$ cat src/rtl/write_back_buffer_pkg.sv
`default_nettype none
// +----------------------------------------------------------------------+
// | Module  : write_back_buffer_pkg                                      |
// | Brief   : Result-source and load-size encodings shared with decode.  |
// | Revision: 1.0 - initial release                                      |
// +----------------------------------------------------------------------+
package write_back_buffer_pkg;

  typedef enum logic [1:0] {
    WB_SEL_ALU     = 2'd0,
    WB_SEL_MEM     = 2'd1,
    WB_SEL_LINK    = 2'd2,
    WB_SEL_ALU_ALT = 2'd3
  } wb_sel_e;

  typedef enum logic [1:0] {
    LD_BYTE     = 2'd0,
    LD_HALF     = 2'd1,
    LD_WORD     = 2'd2,
    LD_WORD_ALT = 2'd3
  } load_size_e;

endpackage : write_back_buffer_pkg
`default_nettype wire

$ cat src/rtl/write_back_buffer_if.sv
`default_nettype none
// +----------------------------------------------------------------------+
// | Module  : write_back_buffer_if                                       |
// | Brief   : MEM/WB result, register-file port and forwarding query.    |
// | Revision: 1.0 - initial release                                      |
// +----------------------------------------------------------------------+
interface write_back_buffer_if #(
  parameter int DATA_WIDTH     = 32,
  parameter int REG_ADDR_WIDTH = 5,
  parameter int COUNT_WIDTH    = 32
);
  logic                      valid_in;
  logic                      ready_out;
  logic [DATA_WIDTH-1:0]     alu_data_in;
  logic [DATA_WIDTH-1:0]     mem_data_in;
  logic [DATA_WIDTH-1:0]     link_data_in;
  logic [1:0]                wb_sel_in;
  logic [1:0]                load_size_in;
  logic                      load_unsigned_in;
  logic [1:0]                byte_offset_in;
  logic                      w_reg_en_in;
  logic [REG_ADDR_WIDTH-1:0] w_reg_addr_in;
  logic                      reg_wr_en_out;
  logic [REG_ADDR_WIDTH-1:0] reg_wr_addr_out;
  logic [DATA_WIDTH-1:0]     reg_data_out;
  logic                      rf_ready_in;
  logic [REG_ADDR_WIDTH-1:0] query_addr_in;
  logic                      hit_out;
  logic [DATA_WIDTH-1:0]     hit_data_out;
  logic [COUNT_WIDTH-1:0]    retired_count_out;

  modport master (
    output valid_in, alu_data_in, mem_data_in, link_data_in, wb_sel_in,
           load_size_in, load_unsigned_in, byte_offset_in, w_reg_en_in,
           w_reg_addr_in, rf_ready_in, query_addr_in,
    input  ready_out, reg_wr_en_out, reg_wr_addr_out, reg_data_out,
           hit_out, hit_data_out, retired_count_out
  );

  modport slave (
    input  valid_in, alu_data_in, mem_data_in, link_data_in, wb_sel_in,
           load_size_in, load_unsigned_in, byte_offset_in, w_reg_en_in,
           w_reg_addr_in, rf_ready_in, query_addr_in,
    output ready_out, reg_wr_en_out, reg_wr_addr_out, reg_data_out,
           hit_out, hit_data_out, retired_count_out
  );
endinterface : write_back_buffer_if
`default_nettype wire

$ cat src/rtl/write_back_buffer_load_extend.sv
`default_nettype none
// +----------------------------------------------------------------------+
// | Module  : write_back_buffer_load_extend (load_extend)                |
// | Brief   : Big-endian byte/half lane select with sign/zero extension. |
// | Revision: 1.0 - initial release                                      |
// +----------------------------------------------------------------------+
module write_back_buffer_load_extend
  import write_back_buffer_pkg::*;
(
  input  logic [31:0] i_word,
  input  logic [1:0]  i_size,
  input  logic        i_unsigned,
  input  logic [1:0]  i_offset,
  output logic [31:0] o_data
);
  logic [7:0]  w_byte;
  logic [15:0] w_half;

  always_comb begin
    w_byte = i_word[31:24];
    case (i_offset)
      2'd1:    w_byte = i_word[23:16];
      2'd2:    w_byte = i_word[15:8];
      2'd3:    w_byte = i_word[7:0];
      default: w_byte = i_word[31:24];
    endcase
    // Offset bit 0 is ignored for halves, so misaligned halves snap down.
    w_half = i_offset[1] ? i_word[15:0] : i_word[31:16];
  end

  always_comb begin
    o_data = i_word;
    case (i_size)
      LD_BYTE: o_data = i_unsigned ? {24'd0, w_byte} : {{24{w_byte[7]}}, w_byte};
      LD_HALF: o_data = i_unsigned ? {16'd0, w_half} : {{16{w_half[15]}}, w_half};
      default: o_data = i_word;
    endcase
  end
endmodule : write_back_buffer_load_extend
`default_nettype wire

$ cat src/rtl/write_back_buffer.sv
`default_nettype none
// +----------------------------------------------------------------------+
// | Module  : write_back_buffer                                          |
// | Brief   : DLX write-back stage with a commit FIFO feeding the RF and |
// |           youngest-first forwarding lookup. Option: WB_LOAD_EXT_EN   |
// |           enables sub-word load alignment (needs DATA_WIDTH == 32).  |
// | Revision: 1.0 - initial release                                      |
// +----------------------------------------------------------------------+
module write_back_buffer
  import write_back_buffer_pkg::*;
#(
  parameter int DATA_WIDTH     = 32,
  parameter int REG_ADDR_WIDTH = 5,
  parameter int BUF_DEPTH      = 2,
  parameter int COUNT_WIDTH    = 32
) (
  input  logic                clk,
  input  logic                rst_n,
  write_back_buffer_if.slave  bus
);
  localparam int PTR_W = $clog2(BUF_DEPTH);
  localparam int OCC_W = $clog2(BUF_DEPTH + 1);

  logic [DATA_WIDTH-1:0]     r_data [BUF_DEPTH];
  logic [REG_ADDR_WIDTH-1:0] r_addr [BUF_DEPTH];
  logic [PTR_W-1:0]          r_rd_ptr;
  logic [PTR_W-1:0]          r_wr_ptr;
  logic [OCC_W-1:0]          r_occ;
  logic [COUNT_WIDTH-1:0]    r_count;

  logic [DATA_WIDTH-1:0]     w_mem_data;
  logic [DATA_WIDTH-1:0]     w_result;
  logic                      w_full;
  logic                      w_empty;
  logic                      w_push;
  logic                      w_pop;
  logic                      w_hit;
  logic [DATA_WIDTH-1:0]     w_hit_data;
  logic [PTR_W-1:0]          w_idx;

`ifdef WB_LOAD_EXT_EN
  write_back_buffer_load_extend u_load_extend (
    .i_word     (bus.mem_data_in),
    .i_size     (bus.load_size_in),
    .i_unsigned (bus.load_unsigned_in),
    .i_offset   (bus.byte_offset_in),
    .o_data     (w_mem_data)
  );
`else
  logic w_unused_ok;
  assign w_mem_data  = bus.mem_data_in;
  assign w_unused_ok = ^{bus.load_size_in, bus.load_unsigned_in, bus.byte_offset_in};
`endif

  always_comb begin
    w_result = bus.alu_data_in;
    case (bus.wb_sel_in)
      WB_SEL_MEM:  w_result = w_mem_data;
      WB_SEL_LINK: w_result = bus.link_data_in;
      default:     w_result = bus.alu_data_in;
    endcase
  end

  assign w_full  = (r_occ == OCC_W'(BUF_DEPTH));
  assign w_empty = (r_occ == '0);
  // Writes to r0 or with the enable low are accepted but never stored.
  assign w_push  = bus.valid_in && !w_full && bus.w_reg_en_in && (bus.w_reg_addr_in != '0);
  assign w_pop   = !w_empty && bus.rf_ready_in;

  always_ff @(posedge clk) begin
    if (w_push) begin
      r_data[r_wr_ptr] <= w_result;
      r_addr[r_wr_ptr] <= bus.w_reg_addr_in;
    end
  end

  always_ff @(posedge clk) begin
    if (!rst_n) begin
      r_rd_ptr <= '0;
      r_wr_ptr <= '0;
      r_occ    <= '0;
      r_count  <= '0;
    end else begin
      if (w_push) r_wr_ptr <= r_wr_ptr + PTR_W'(1);
      if (w_pop) begin
        r_rd_ptr <= r_rd_ptr + PTR_W'(1);
        r_count  <= r_count + COUNT_WIDTH'(1);
      end
      case ({w_push, w_pop})
        2'b10:   r_occ <= r_occ + OCC_W'(1);
        2'b01:   r_occ <= r_occ - OCC_W'(1);
        default: r_occ <= r_occ;
      endcase
    end
  end

  // Walk oldest to youngest so the last match wins.
  always_comb begin
    w_hit      = 1'b0;
    w_hit_data = '0;
    w_idx      = r_rd_ptr;
    for (int k = 0; k < BUF_DEPTH; k++) begin
      w_idx = r_rd_ptr + PTR_W'(k);
      if ((OCC_W'(k) < r_occ) && (bus.query_addr_in != '0) &&
          (r_addr[w_idx] == bus.query_addr_in)) begin
        w_hit      = 1'b1;
        w_hit_data = r_data[w_idx];
      end
    end
  end

  assign bus.ready_out         = !w_full;
  assign bus.reg_wr_en_out     = !w_empty;
  assign bus.reg_wr_addr_out   = w_empty ? '0 : r_addr[r_rd_ptr];
  assign bus.reg_data_out      = w_empty ? '0 : r_data[r_rd_ptr];
  assign bus.hit_out           = w_hit;
  assign bus.hit_data_out      = w_hit_data;
  assign bus.retired_count_out = r_count;
endmodule : write_back_buffer
`default_nettype wire

$ cat src/flat_wrapper.sv
// flat-port wrapper written by rule: the top's interface ports become plain ports
module write_back_buffer_flat import write_back_buffer_pkg::*;
#(
  parameter int DATA_WIDTH     = 32,
  parameter int REG_ADDR_WIDTH = 5,
  parameter int BUF_DEPTH      = 2,
  parameter int COUNT_WIDTH    = 32
)
  (clk, rst_n, bus_valid_in, bus_alu_data_in, bus_mem_data_in, bus_link_data_in, bus_wb_sel_in, bus_load_size_in, bus_load_unsigned_in, bus_byte_offset_in, bus_w_reg_en_in, bus_w_reg_addr_in, bus_rf_ready_in, bus_query_addr_in, bus_ready_out, bus_reg_wr_en_out, bus_reg_wr_addr_out, bus_reg_data_out, bus_hit_out, bus_hit_data_out, bus_retired_count_out);
  write_back_buffer_if #(.DATA_WIDTH(DATA_WIDTH), .REG_ADDR_WIDTH(REG_ADDR_WIDTH), .COUNT_WIDTH(COUNT_WIDTH)) bus_i ();
  input  logic clk;
  input  logic rst_n;
  input wire logic [$bits(bus_i.valid_in)-1:0] bus_valid_in;
  input wire logic [$bits(bus_i.alu_data_in)-1:0] bus_alu_data_in;
  input wire logic [$bits(bus_i.mem_data_in)-1:0] bus_mem_data_in;
  input wire logic [$bits(bus_i.link_data_in)-1:0] bus_link_data_in;
  input wire logic [$bits(bus_i.wb_sel_in)-1:0] bus_wb_sel_in;
  input wire logic [$bits(bus_i.load_size_in)-1:0] bus_load_size_in;
  input wire logic [$bits(bus_i.load_unsigned_in)-1:0] bus_load_unsigned_in;
  input wire logic [$bits(bus_i.byte_offset_in)-1:0] bus_byte_offset_in;
  input wire logic [$bits(bus_i.w_reg_en_in)-1:0] bus_w_reg_en_in;
  input wire logic [$bits(bus_i.w_reg_addr_in)-1:0] bus_w_reg_addr_in;
  input wire logic [$bits(bus_i.rf_ready_in)-1:0] bus_rf_ready_in;
  input wire logic [$bits(bus_i.query_addr_in)-1:0] bus_query_addr_in;
  output wire logic [$bits(bus_i.ready_out)-1:0] bus_ready_out;
  output wire logic [$bits(bus_i.reg_wr_en_out)-1:0] bus_reg_wr_en_out;
  output wire logic [$bits(bus_i.reg_wr_addr_out)-1:0] bus_reg_wr_addr_out;
  output wire logic [$bits(bus_i.reg_data_out)-1:0] bus_reg_data_out;
  output wire logic [$bits(bus_i.hit_out)-1:0] bus_hit_out;
  output wire logic [$bits(bus_i.hit_data_out)-1:0] bus_hit_data_out;
  output wire logic [$bits(bus_i.retired_count_out)-1:0] bus_retired_count_out;
  assign bus_i.valid_in = bus_valid_in;
  assign bus_i.alu_data_in = bus_alu_data_in;
  assign bus_i.mem_data_in = bus_mem_data_in;
  assign bus_i.link_data_in = bus_link_data_in;
  assign bus_i.wb_sel_in = bus_wb_sel_in;
  assign bus_i.load_size_in = bus_load_size_in;
  assign bus_i.load_unsigned_in = bus_load_unsigned_in;
  assign bus_i.byte_offset_in = bus_byte_offset_in;
  assign bus_i.w_reg_en_in = bus_w_reg_en_in;
  assign bus_i.w_reg_addr_in = bus_w_reg_addr_in;
  assign bus_i.rf_ready_in = bus_rf_ready_in;
  assign bus_i.query_addr_in = bus_query_addr_in;
  assign bus_ready_out = bus_i.ready_out;
  assign bus_reg_wr_en_out = bus_i.reg_wr_en_out;
  assign bus_reg_wr_addr_out = bus_i.reg_wr_addr_out;
  assign bus_reg_data_out = bus_i.reg_data_out;
  assign bus_hit_out = bus_i.hit_out;
  assign bus_hit_data_out = bus_i.hit_data_out;
  assign bus_retired_count_out = bus_i.retired_count_out;
  write_back_buffer #(.DATA_WIDTH(DATA_WIDTH), .REG_ADDR_WIDTH(REG_ADDR_WIDTH), .BUF_DEPTH(BUF_DEPTH), .COUNT_WIDTH(COUNT_WIDTH)) u_core (.clk(clk), .rst_n(rst_n), .bus(bus_i));
endmodule
$ cat config.mk
export PLATFORM = sky130hd
export DESIGN_NAME = write_back_buffer_flat
export DESIGN_NICKNAME = d
export VERILOG_FILES = /design/src/rtl/write_back_buffer_pkg.sv /design/src/rtl/write_back_buffer_if.sv /design/src/rtl/write_back_buffer_load_extend.sv /design/src/rtl/write_back_buffer.sv /design/src/flat_wrapper.sv
export SDC_FILE = /design/constraint.sdc
export NUM_CORES = 1
export LEC_CHECK = 0
export CAP_MARGIN = 20
export CORE_MARGIN = 1.5
export CORE_UTILIZATION = 39
export CTS_CLUSTER_SIZE = 8
export DETAILED_ROUTE_END_ITERATION = 10
export PLACE_DENSITY = 0.71
export SLEW_MARGIN = 10
export SYNTH_ARGS = -nofsm -noshare
export SYNTH_HDL_FRONTEND = slang
export SYNTH_HIERARCHICAL = 1
export SYNTH_SLANG_ARGS = --single-unit
$ cat constraint.sdc
create_clock -name clk -period 8.7 [get_ports clk]
set_input_delay 1.74 -clock clk [delete_from_list [all_inputs] [get_ports clk]]
set_output_delay 1.74 -clock clk [all_outputs]
set_load 0.1 [all_outputs]
Word-level counts from Yosys, hierarchy flattened
Memories as Yosys holds them, arrays and structs flattened. A register that Yosys moved wholly into a read port is not among the register bits. Cells that the tools add are included.

Shifts and indexed selects: 0. $add $sub $neg: 5. Reductions and logical operators: 14. Bitwise operators: 0. Multipliers: 0. Multiplexer cells: 14. Eq/ne operators: 7. Divide/modulo/power cells: 0. Magnitude comparators: 2.

Operators by type and width (number): $mux 32 (3); $pmux 32 s2 (1); $add 32x1->32 const B (1); $eq 5x5->1 (2); $reduce_bool 5->1 (2); $logic_and 1x1->1 (8); $mux 1 (8); $eq 2x2->1 const B (3); $mux 5 (1); $eq 2x1->1 const B (2); $lt 1x2->1 const A (2); $pmux 2 s2 (1); $add 1x1->1 const B (2); $add 2x1->2 const B (1); $logic_not 1->1 (2); $logic_not 2->1 (1); $reduce_bool 2->1 (1); $sub 2x1->2 const B (1).

Memories: 2. Output and inout bits: 104. Word-level logic and storage cells: 48. Register bits after elaboration: 36. Bits in writable memories: 74. Bits of input ports: 118. Memory bits (read-only): 0. Bits in latches: 0.

Memories: u_core.r_data (words 2, width 32, read ports 2, clocked after Yosys merged registers in 1, wr ports 1, RTL line write_back_buffer.sv:24) `logic [DATA_WIDTH-1:0] r_data [BUF_DEPTH];`; u_core.r_addr (words 2, width 5, read ports 2, clocked after Yosys merged registers in 1, wr ports 1, RTL line write_back_buffer.sv:25) `logic [REG_ADDR_WIDTH-1:0] r_addr [BUF_DEPTH];`.

Logic depth before layout (Yosys ltp)
Depth in word-level cells: 7. Mapped depth: 8. Gate-level depth less buffers: 8.

Least setup slack after synthesis
Ideal clock, no wire load.

Path kind: input-to-output. Start: input port bus_query_addr_in[0]. End: output port bus_hit_data_out[10]. Buffers on the path: 1. Path slack: 2.683 ns. Data required time: 6.960 ns. Stages on the path: 6. Arrival: 4.277 ns. Path through: nor3_1 nand2_1 nand2_1 nor4_4 buf_6 mux2i_1.

Cells in the longest elaborated chain, start to end: 5. Elaborated cells between the ends (all ways): 9.

Ends and longest elaborated chain: from (decl) (RTL line flat_wrapper.sv:24) `input wire logic [$bits(bus_i.query_addr_in)-1:0] bus_query_addr_in;`; $reduce_bool 5->1 (RTL line write_back_buffer.sv:104) `if ((OCC_W'(k) < r_occ) && (bus.query_addr_in != '0) &&`; $logic_and 1x1->1 (2 in a row) (RTL line write_back_buffer.sv:104); $mux 32 (RTL line write_back_buffer.sv:104); $mux 32 * (RTL line write_back_buffer.sv:104); to (decl) (RTL line flat_wrapper.sv:30) `output wire logic [$bits(bus_i.hit_data_out)-1:0] bus_hit_data_out;`.

Every way passes the cells marked *; elsewhere a longest branch is shown, timed or not.

Worst setup path in the final report
Start: input port bus_query_addr_in[0]. End: output port bus_hit_data_out[26].

The elaborated chain is that of the path after synthesis.

==> out/qor.csv <==
stage,metric,value,unit
placed_design,Setup WS pre-CTS,2650,ps
sta,Clock Skew,11.4,ps
cells_and_area,most frequent cells in the layout,"clkdlybuf4s50_1, mux2i_1, edfxtp_1",
clocking,post-CTS setup buffers,0,
floorplan,die width,130,um
cells_and_area,"most common cell after layout, fill and taps aside",clkdlybuf4s50_1,
synth,Synth Instances,600,
job,max_cap viols,0,
synth,Synth Warn #,6,
clocking,"Hold-fix buffers, CTS",0,
synth,net count after synthesis,725,
cells_and_area,Final Util,0.562,
global_route,gr usage total,0.210,
min_path,min-delay worst type,flip-flop to flip-flop,
placed_design,hpwl dp,13100,um
clocking,H-Tree Depth,3,
cells_and_area,Final #Nets,918,
synth,Post-Synth XOR/XNOR Area,0.0553,
synth,post-synthesis mux area share,0.173,
global_route,vias in the first global route,5260,
synth,simple-gate portion of the synthesized area,0.176,
global_route,largest net degree at the start of global routing,65,
sta,Slew Limit Fails,0,
synth,sequential area share after synthesis,0.468,
placed_design,IO Port Bufs,216,
sta,RSZ-0062 raised after global routing,false,
synth,Synth Register Bits,111,
global_route,routing usage on met2,0.385,
sta,Max Clock Freq,165,MHz
synth,Post-Syn Area per Cell,10.6,um2
synth,Post-Synth Adder-Cell Area,0.0138,
pwr,reported net switching power,1060,uW
sta,relative slew slack,0.292,
floorplan,I/O pins,222,
sta,Sum Neg Setup Slack,0,ps
pwr,Sw Ratio,0.474,
global_route,GR peak layer,met2,
worst_setup_path,CP required,6960,ps
floorplan,# rows,46,
worst_setup_path,CP Capture Type,output pin,
synth,Compound-Gate Fraction of Synth Area,0.0721,
global_route,M3 GR Usage,0.0452,
clocking,clock slew at reported path FFs,70,ps
synth,Synth cell types,35,
detailed_routing,Vias/cell,5.33,
sta,final setup violation count,0,
sta,setup ws final,2650,ps
pwr,combinational group share of total power,0.525,
sta,Slew @ Worst Pin,1060,ps
detailed_routing,Routed WL,18600,um
pwr,Internal,1170,uW
clocking,CTS tree,done,
global_route,first-pass GRT wire length,27400,um
cells_and_area,share of post-route cells with drive strength above 1,0.0902,
synth,Synth async-reset ratio,0,
clocking,maximum clock path buffer count,2,
clocking,CTS resizes,0,
detailed_routing,DR vias,5407,
sta,crit path time final,6050,ps
floorplan,Initial Util,0.399,
pwr,power after layout,2230,uW
synth,main combinational cell family by area after synthesis,simple AND/OR/NAND/NOR gates,
placed_design,routability congestion estimate from global placement,0.807,
cells_and_area,Area Growth Syn to Fin,40.8,%
pwr,sequential share of power,0.285,
clocking,clk_lat worst skew,340,ps
global_route,antenna violations before repair,0,
cells_and_area,n_diodes,0,
clocking,TritonCTS Sinks,111,
synth,"EDFF count, synth",74,
pwr,peak supply drop,104,uV
floorplan,core box area,15900,um2
pwr,Pwr per Cell Area,250,nW/um2
floorplan,Die Y-Extent,130,um
worst_setup_path,Setup CP Type,primary input to output pin,
sta,"Hold Vio Cnt, Final",0,
detailed_routing,# DRC,0,
global_route,total gr overflow,0,
run_status,status,finished clean,
pwr,Clk pwr share,0.190,
floorplan,die footprint,17000,um2
worst_setup_path,Worst EP arrival,4310,ps
clocking,Num CTS Buffers,9,
clocking,CTS root buffer,clkbuf_16,
detailed_routing,ANT nets after route,0,
detailed_routing,wire length per cell,18.3,um
detailed_routing,initial drt markers,271,
global_route,met1 Resource Use GR,0.244,
sta,hold_ws,496,ps
sta,Final period util,0.695,
synth,Main synth FF type,edfxtp_1,
pwr,leakage,0.00303,uW
detailed_routing,Pre-antenna DRT Iters,4,
synth,Mapped Area,6340,um2
worst_setup_path,crit start category,primary input,
worst_setup_path,crit path max fanout,34,
## registers in the layout, summed over array words and instances, names as in the netlist, named ones only
register,cells
u_core/bus.retired_count_out,32
u_core/r_wr_ptr,1
u_core/r_rd_ptr,1
u_core/r_data,64
u_core/r_occ,2
u_core/r_addr,10
## cells in the mapped netlist, types with 2 or more instances
library cell,number,area share
nor2b_1,6,0.0059
nor4_4,3,0.010
xor2_1,16,0.022
or3_1,2,0.0020
nand2_1,45,0.027
buf_2,9,0.0071
nand4_1,47,0.046
dfxtp_1,37,0.12
xnor2_1,24,0.033
ha_1,7,0.014
a22oi_1,32,0.038
nand4b_1,3,0.0041
nor2_1,47,0.028
edfxtp_1,74,0.35
and2_1,30,0.030
and3_1,2,0.0020
inv_1,9,0.0053
mux2i_1,108,0.17
o21ai_0,35,0.028
nand2b_1,2,0.0020
buf_6,8,0.014
clkbuf_1,27,0.016
nand3_1,13,0.010
nor3_1,3,0.0024
## power by group through the flow
stage | Clock [uW] | Sequential, uW | Combinational [uW]
6_report | 425 | 635 | 1170
5_1_grt | 460 | 638 | 1220
4_1_cts | 436 | 634 | 1170
3_5_place_dp | 0 | 646 | 1170
3_3_place_gp | 0 | 644 | 1160
2_1_floorplan | 0 | 650 | 869
## per-layer routing
layer	share of wire	vias up
met5	0	-
met4	0.018	0
met3	0.067	21
met2	0.50	162
met1	0.42	2639
li1	-	2585
## worst paths after layout
check                                endpoint  slack, ps  cells past startpoint                        startpoint
min reg2reg  u_core/bus.retired_count_out[31]        500                      2  u_core/bus.retired_count_out[31]
max                      bus_hit_data_out[26]       2650                      9              bus_query_addr_in[0]
max reg2reg  u_core/bus.retired_count_out[30]       5850                      7                   u_core/r_occ[1]
min          u_core/bus.retired_count_out[31]        500                      2  u_core/bus.retired_count_out[31]
## cells by family (layout without fill, tap and decap cells)
kind of cell	Yosys count	after routing
and+or+nand+nor	208	208
xor gates and xnor gates	40	40
AOI/OAI and AO/OA	72	72
DFF	111	111
muxes	109	109
adders and majority gates	7	7
buffers and inverters	53	251
## cell type report
| cell class | instances | area (um2) |
|---|---|---|
| tap | 216 | 270 |
| fill | 1386 | 6960 |
| multi-input combinational | 436 | 3130 |
| sequential | 111 | 2970 |
| clock buffer | 13 | 293 |
| timing repair buffer | 226 | 2200 |
| clock inverter | 3 | 27.5 |
| inverter | 9 | 33.8 |
## worst max-delay path, stage by stage
cell and delay, ps:
clkdlybuf4s50_1 550, nor3_1 90, nand2_1 70, buf_4 360, nand2_1 150, nor4_4 260, buf_4 380, mux2i_1 350
buf_4 350
## through the flow
stage | area [um2] | instances
floorplan | 6340 | 600
global placement | 8530 | 995
detailed placement | 8590 | 997
CTS | 8910 | 1013
global route | 8930 | 1014
finish | 8930 | 1014
Note: power is estimated with default switching activity, not from simulation.
